<file path="src/rtl/snn_inference_ctrl.sv">
// Sequences one spiking-network inference: clear, run N timesteps, scan the class counters, present the winner.
// Winner is the lowest index holding the maximum count; tie_o flags that a later class matched it.
module snn_inference_ctrl #(
  parameter int NUM_CLASSES = 10,
  parameter int COUNT_W     = 8,
  parameter int STEP_W      = 8,
  parameter int CLASS_W     = 4
) (
  input  logic               clk_i,
  input  logic               rst_ni,
  input  logic               start_i,
  input  logic [STEP_W-1:0]  num_steps_i,
  output logic               busy_o,
  output logic               net_clear_o,
  output logic               net_en_o,
  output logic [STEP_W-1:0]  step_o,
  output logic [CLASS_W-1:0] count_sel_o,
  input  logic [COUNT_W-1:0] count_i,
  output logic               result_valid_o,
  input  logic               result_ready_i,
  output logic [CLASS_W-1:0] result_class_o,
  output logic [COUNT_W-1:0] result_count_o,
  output logic               tie_o
);

  typedef enum logic [2:0] {
    S_IDLE,
    S_CLEAR,
    S_RUN,
    S_SCAN,
    S_DONE
  } state_t;

  localparam logic [CLASS_W-1:0] LAST_SEL = CLASS_W'(NUM_CLASSES - 1);

  state_t               state_q;
  logic [STEP_W-1:0]    n_q;
  logic [STEP_W-1:0]    step_q;
  logic [CLASS_W-1:0]   sel_q;
  logic [CLASS_W-1:0]   idx_q;
  logic [COUNT_W-1:0]   max_q;
  logic                 tie_q;
  logic                 busy_q;
  logic                 net_clear_q;
  logic                 net_en_q;
  logic                 valid_q;
  logic [CLASS_W-1:0]   res_class_q;
  logic [COUNT_W-1:0]   res_count_q;
  logic                 res_tie_q;

  logic [COUNT_W-1:0]   max_d;
  logic [CLASS_W-1:0]   idx_d;
  logic                 tie_d;

  // Running arg-max over the counter currently selected by sel_q.
  always_comb begin
    max_d = max_q;
    idx_d = idx_q;
    tie_d = tie_q;
    if (sel_q == '0) begin
      max_d = count_i;
      idx_d = '0;
      tie_d = 1'b0;
    end else if (count_i > max_q) begin
      max_d = count_i;
      idx_d = sel_q;
      tie_d = 1'b0;
    end else if (count_i == max_q) begin
      tie_d = 1'b1;
    end
  end

  always_ff @(posedge clk_i or negedge rst_ni) begin
    if (!rst_ni) begin
      state_q     <= S_IDLE;
      n_q         <= '0;
      step_q      <= '0;
      sel_q       <= '0;
      idx_q       <= '0;
      max_q       <= '0;
      tie_q       <= 1'b0;
      busy_q      <= 1'b0;
      net_clear_q <= 1'b0;
      net_en_q    <= 1'b0;
      valid_q     <= 1'b0;
      res_class_q <= '0;
      res_count_q <= '0;
      res_tie_q   <= 1'b0;
    end else begin
      case (state_q)
        S_IDLE: begin
          if (start_i) begin
            state_q     <= S_CLEAR;
            n_q         <= num_steps_i;
            busy_q      <= 1'b1;
            net_clear_q <= 1'b1;
          end
        end
        S_CLEAR: begin
          net_clear_q <= 1'b0;
          step_q      <= '0;
          sel_q       <= '0;
          if (n_q != '0) begin
            state_q  <= S_RUN;
            net_en_q <= 1'b1;
          end else begin
            state_q <= S_SCAN;
          end
        end
        S_RUN: begin
          // Compare against N-1 so the full-scale count never needs a wider step register.
          if (step_q == n_q - STEP_W'(1)) begin
            state_q  <= S_SCAN;
            net_en_q <= 1'b0;
            step_q   <= '0;
            sel_q    <= '0;
          end else begin
            step_q <= step_q + STEP_W'(1);
          end
        end
        S_SCAN: begin
          max_q <= max_d;
          idx_q <= idx_d;
          tie_q <= tie_d;
          if (sel_q == LAST_SEL) begin
            state_q     <= S_DONE;
            sel_q       <= '0;
            valid_q     <= 1'b1;
            res_class_q <= idx_d;
            res_count_q <= max_d;
            res_tie_q   <= tie_d;
          end else begin
            sel_q <= sel_q + CLASS_W'(1);
          end
        end
        S_DONE: begin
          if (result_ready_i) begin
            state_q <= S_IDLE;
            valid_q <= 1'b0;
            busy_q  <= 1'b0;
          end
        end
        default: begin
          state_q <= S_IDLE;
        end
      endcase
    end
  end

  assign busy_o         = busy_q;
  assign net_clear_o    = net_clear_q;
  assign net_en_o       = net_en_q;
  assign step_o         = step_q;
  assign count_sel_o    = sel_q;
  assign result_valid_o = valid_q;
  assign result_class_o = res_class_q;
  assign result_count_o = res_count_q;
  assign tie_o          = res_tie_q;

  a_clear_en_exclusive: assert property (
    @(posedge clk_i) disable iff (!rst_ni) !(net_en_o && net_clear_o));

endmodule

</file>
<file path="config.mk">
export PLATFORM = sky130hd
export DESIGN_NAME = snn_inference_ctrl
export DESIGN_NICKNAME = d
export VERILOG_FILES = /design/src/rtl/snn_inference_ctrl.sv
export SDC_FILE = /design/constraint.sdc
export NUM_CORES = 1
export LEC_CHECK = 0
export ABC_AREA = 1
export CAP_MARGIN = 15
export CORE_MARGIN = 10
export CORE_UTILIZATION = 45
export CTS_CLUSTER_SIZE = 12
export DETAILED_ROUTE_END_ITERATION = 16
export PLACE_DENSITY = 0.75
export SYNTH_ARGS = -nofsm -noshare
export SYNTH_HDL_FRONTEND = slang
export SYNTH_SLANG_ARGS = --single-unit
</file>
<file path="constraint.sdc">
create_clock -name clk_i -period 2.5 [get_ports clk_i]
set_input_delay 0.5 -clock clk_i [delete_from_list [all_inputs] [get_ports clk_i]]
set_output_delay 0.5 -clock clk_i [all_outputs]
set_load 0.05 [all_outputs]
</file>
==> results by group <==
Final layout
  • Filler cells: 589
  • Ant diodes: 0
  • Most common cell after layout, fill and taps aside: nand2_1
  • Final core occ: 0.572
  • Final nets: 478
  • Layout cells sized above 1: 0.0852
  • Synth-to-Final Area Change: 22.0%
  • Finished Cell Area: 3680 um2
  • Commonest cells after routing, fill and taps aside: nand2_1 (116), inv_1 (57), dfrtp_1 (53), clkdlybuf4s50_1 (47), nand3_1 (27)

Worst setup path
  • Worst path slowest cell: clkdlybuf4s50_1
  • Crit Path Max Fanout: 25
  • WP data required: 2700 ps
  • Crit path max-delay family: simple AND/OR/NAND/NOR gates
  • Crit path kind: in -> reg
  • Worst path bufs/invs: 1
  • Startpoint Class: input port
  • Cells along the critical path: clkdlybuf4s50_1 > ha_1 > nand2_1 > nor2_1 > nand4_1 > nand2_2 > nand2_2 > o211ai_1 > nand2_1
  • Critical Path Max Stage Delay: 430 ps
  • Worst EP arrival: 2430 ps
  • Setup crit end kind: flip-flop

GRT
  • Grt total ovfl: 0
  • First-pass GRT wire length: 12300 um
  • Initial antenna violation count: 0
  • Largest net degree at the start of global routing: 26
  • GR Util All Layers: 0.145
  • Vias in the first global route: 2719

Synth
  • Synth area leader: dfrtp_1
  • Synthesized Nets: 426
  • Post-synthesis cell count: 393
  • Synthesized flop and latch total: 53
  • Xor and xnor fraction of the mapped netlist area: 0.0233
  • Yosys Warn Count: 0
  • Register area share after synthesis: 0.440
  • Simple-gate share of the synthesized area: 0.283
  • EDFF count, synth: 0
  • Top-area cell type share of the netlist area: 0.440
  • FFs w/ async S/R, synth: 1.00
  • Mean post-synth cell area: 7.67 um2
  • Mux share of post-synthesis cell area: 0
  • Synth top area cells: dfrtp_1 (44%), nand2_1 (14%), inv_1 (7.1%)
  • Compound-Gate Fraction of Synth Area: 0.106
  • Synth Area in Adders: 0.0540
  • Synth Flop Type: dfrtp_1
  • Cell area after synthesis: 3010 um2
  • Largest family of logic cells by synthesized area: simple AND/OR/NAND/NOR gates
  • Yosys cell types: 28

CTS
  • CTS buffer count: 5
  • Worst-path clk slew: 110 ps
  • Sink Count: 53
  • CTS Root Cell: clkbuf_8
  • Clk buf depth: 2
  • Latest clock arrival within the worst-skew pair: 310 ps
  • Resized Gates After CTS: 0
  • Post-CTS Setup Inserts: 0
  • Hold-fix buffers at CTS: 0
  • CTS H-tree lvls: 2
  • TritonCTS clock tree: yes

Placed design
  • Post-Place Cell Area: 3580 um2
  • Port bufs: 48
  • Hpwl dp: 5350 um
  • Gpl congestion: 0.839

Floorplan
  • Total die area: 10400 um2
  • Core Rows: 29
  • Die outline height: 102 um
  • Core region area: 6420 um2
  • Ports: 49
  • Die W: 102 um
  • Starting density of the core: 0.469

STA
  • Setup violations, final: 0
  • Tightest Pin Transition: 532 ps
  • Final clock skew: 10.6 ps
  • Post-route minimum period: 2220 ps
  • Max Transition Viols Final: 0
  • Final period util: 0.890
  • Worst rel slew slack: 0.645
  • F_max: 450 MHz
  • Hold Vio Cnt, Final: 0
  • RSZ-0062 raised after global routing: no

Power
  • Cell Pwr Density: 1250 nW/um2
  • Overall power: 4590 uW
  • Leakage: 0.00186 uW
  • Peak supply drop: 0.595 mV

Routing
  • WL per Instance: 13.5 um
  • Routed Antenna Nets: 0
  • Drt via density: 5.05
  • Initial DRT Pass Iterations: 4
  • DRC: 0
  • Initial DRC Count: 81
  • Total length of routed wires: 7050 um
  • Vias: 2641

Run
  • Maxcap violations: 0

Run status
  • Run status: completed

Hold path
  • HP Class: in -> async
worst reg2reg max path, delay by kind of cell, from the launching register on:
| family | cells | cell delay [ps] |
|---|---|---|
| buffers and inverters | 1 | 60 |
| AO/OA/AOI/OAI | 1 | 290 |
| AND/OR/NAND/NOR | 6 | 900 |
| adder cells (fa/ha/maj) | 1 | 290 |
| flip-flops | 1 | 400 |
worst paths after layout:
| path | end | startpoint | slack [ps] | cells after the start |
|---|---|---|---|---|
| max | max_q[4] | count_i[7] | 280 | 9 |
| min | step_o[3] | rst_ni | 70 | 1 |
| max reg2reg | max_q[4] | max_q[7] | 460 | 9 |
| min reg2reg | net_clear_o | net_clear_o | 490 | 2 |
| max in group asynchronous | result_count_o[3] | rst_ni | 1830 | 2 |
| min in group clk_i | net_clear_o | net_clear_o | 490 | 2 |
logic make-up after synthesis:
group	count (synthesis)
AND/OR/NAND/NOR	193
XOR/XNOR	8
AO/OA/AOI/OAI	54
flip-flops	53
adder cells (fa/ha/maj)	13
buffers and inverters	72
sequential cells by signal, summed over array words and instances (netlist names):
name and flops:
net_clear_o 1, max_q 8, step_o 8, count_sel_o 4, tie_o 1, tie_q 1
idx_q 4, n_q 8, result_count_o 8, net_en_o 1, busy_o 1, result_valid_o 1
result_class_o 4, state_q 3
per-stage QoR:
stage | hold WS [ps] | setup WS, ps | cells | setup TNS (ps)
2_1_floorplan | 204 | 655 | 393 | 0
3_3_place_gp | 422 | 62.0 | 515 | 0
3_5_place_dp | 424 | -53.0 | 515 | -346
4_1_cts | 77.2 | 303 | 523 | 0
5_1_grt | 91.0 | 74.8 | 523 | 0
6_report | 67.1 | 275 | 523 | 0
layout make-up:
| cell class | instances | area [um2] | area share |
|---|---|---|---|
| Tap cell | 77 | 96.3 | 0.0262 |
| Sequential cell | 53 | 1330 | 0.361 |
| Clock buffer | 6 | 82.6 | 0.0225 |
| Timing Repair Buffer | 53 | 513 | 0.140 |
| Inverter | 64 | 240 | 0.0654 |
| Clock inverter | 2 | 13.8 | 0.00374 |
| Multi-Input combinational cell | 268 | 1400 | 0.382 |
cells in the mapped netlist (3+ instances only):
master    count
xor2_1        5
inv_1        57
nor2_2        5
nand2_2       6
xnor2_1       3
nor2_1       25
inv_2         7
buf_2         4
nand4_1       3
nand3_1      27
o22ai_1       5
a21oi_1      14
clkbuf_1      3
o211ai_1     16
ha_1         13
o21ai_0      17
nand2_1     116
nor3_1        4
dfrtp_1      53
where the power goes:
part           internal, uW  switching (uW)
Clock                   225             300
Sequential             1180             305
Combinational           857            1720
Total                  2270            2320
metal layers:
layer	vias to the layer above	global-route usage	wire length, um	share of wire
li1	1349	-	-	-
met1	1238	0.165	3060	0.43
met2	44	0.258	3530	0.50
met3	10	0.0418	363	0.051
met4	0	0.0434	96	0.014
met5	-	0	0	0
(Power assumes the default switching activity.)
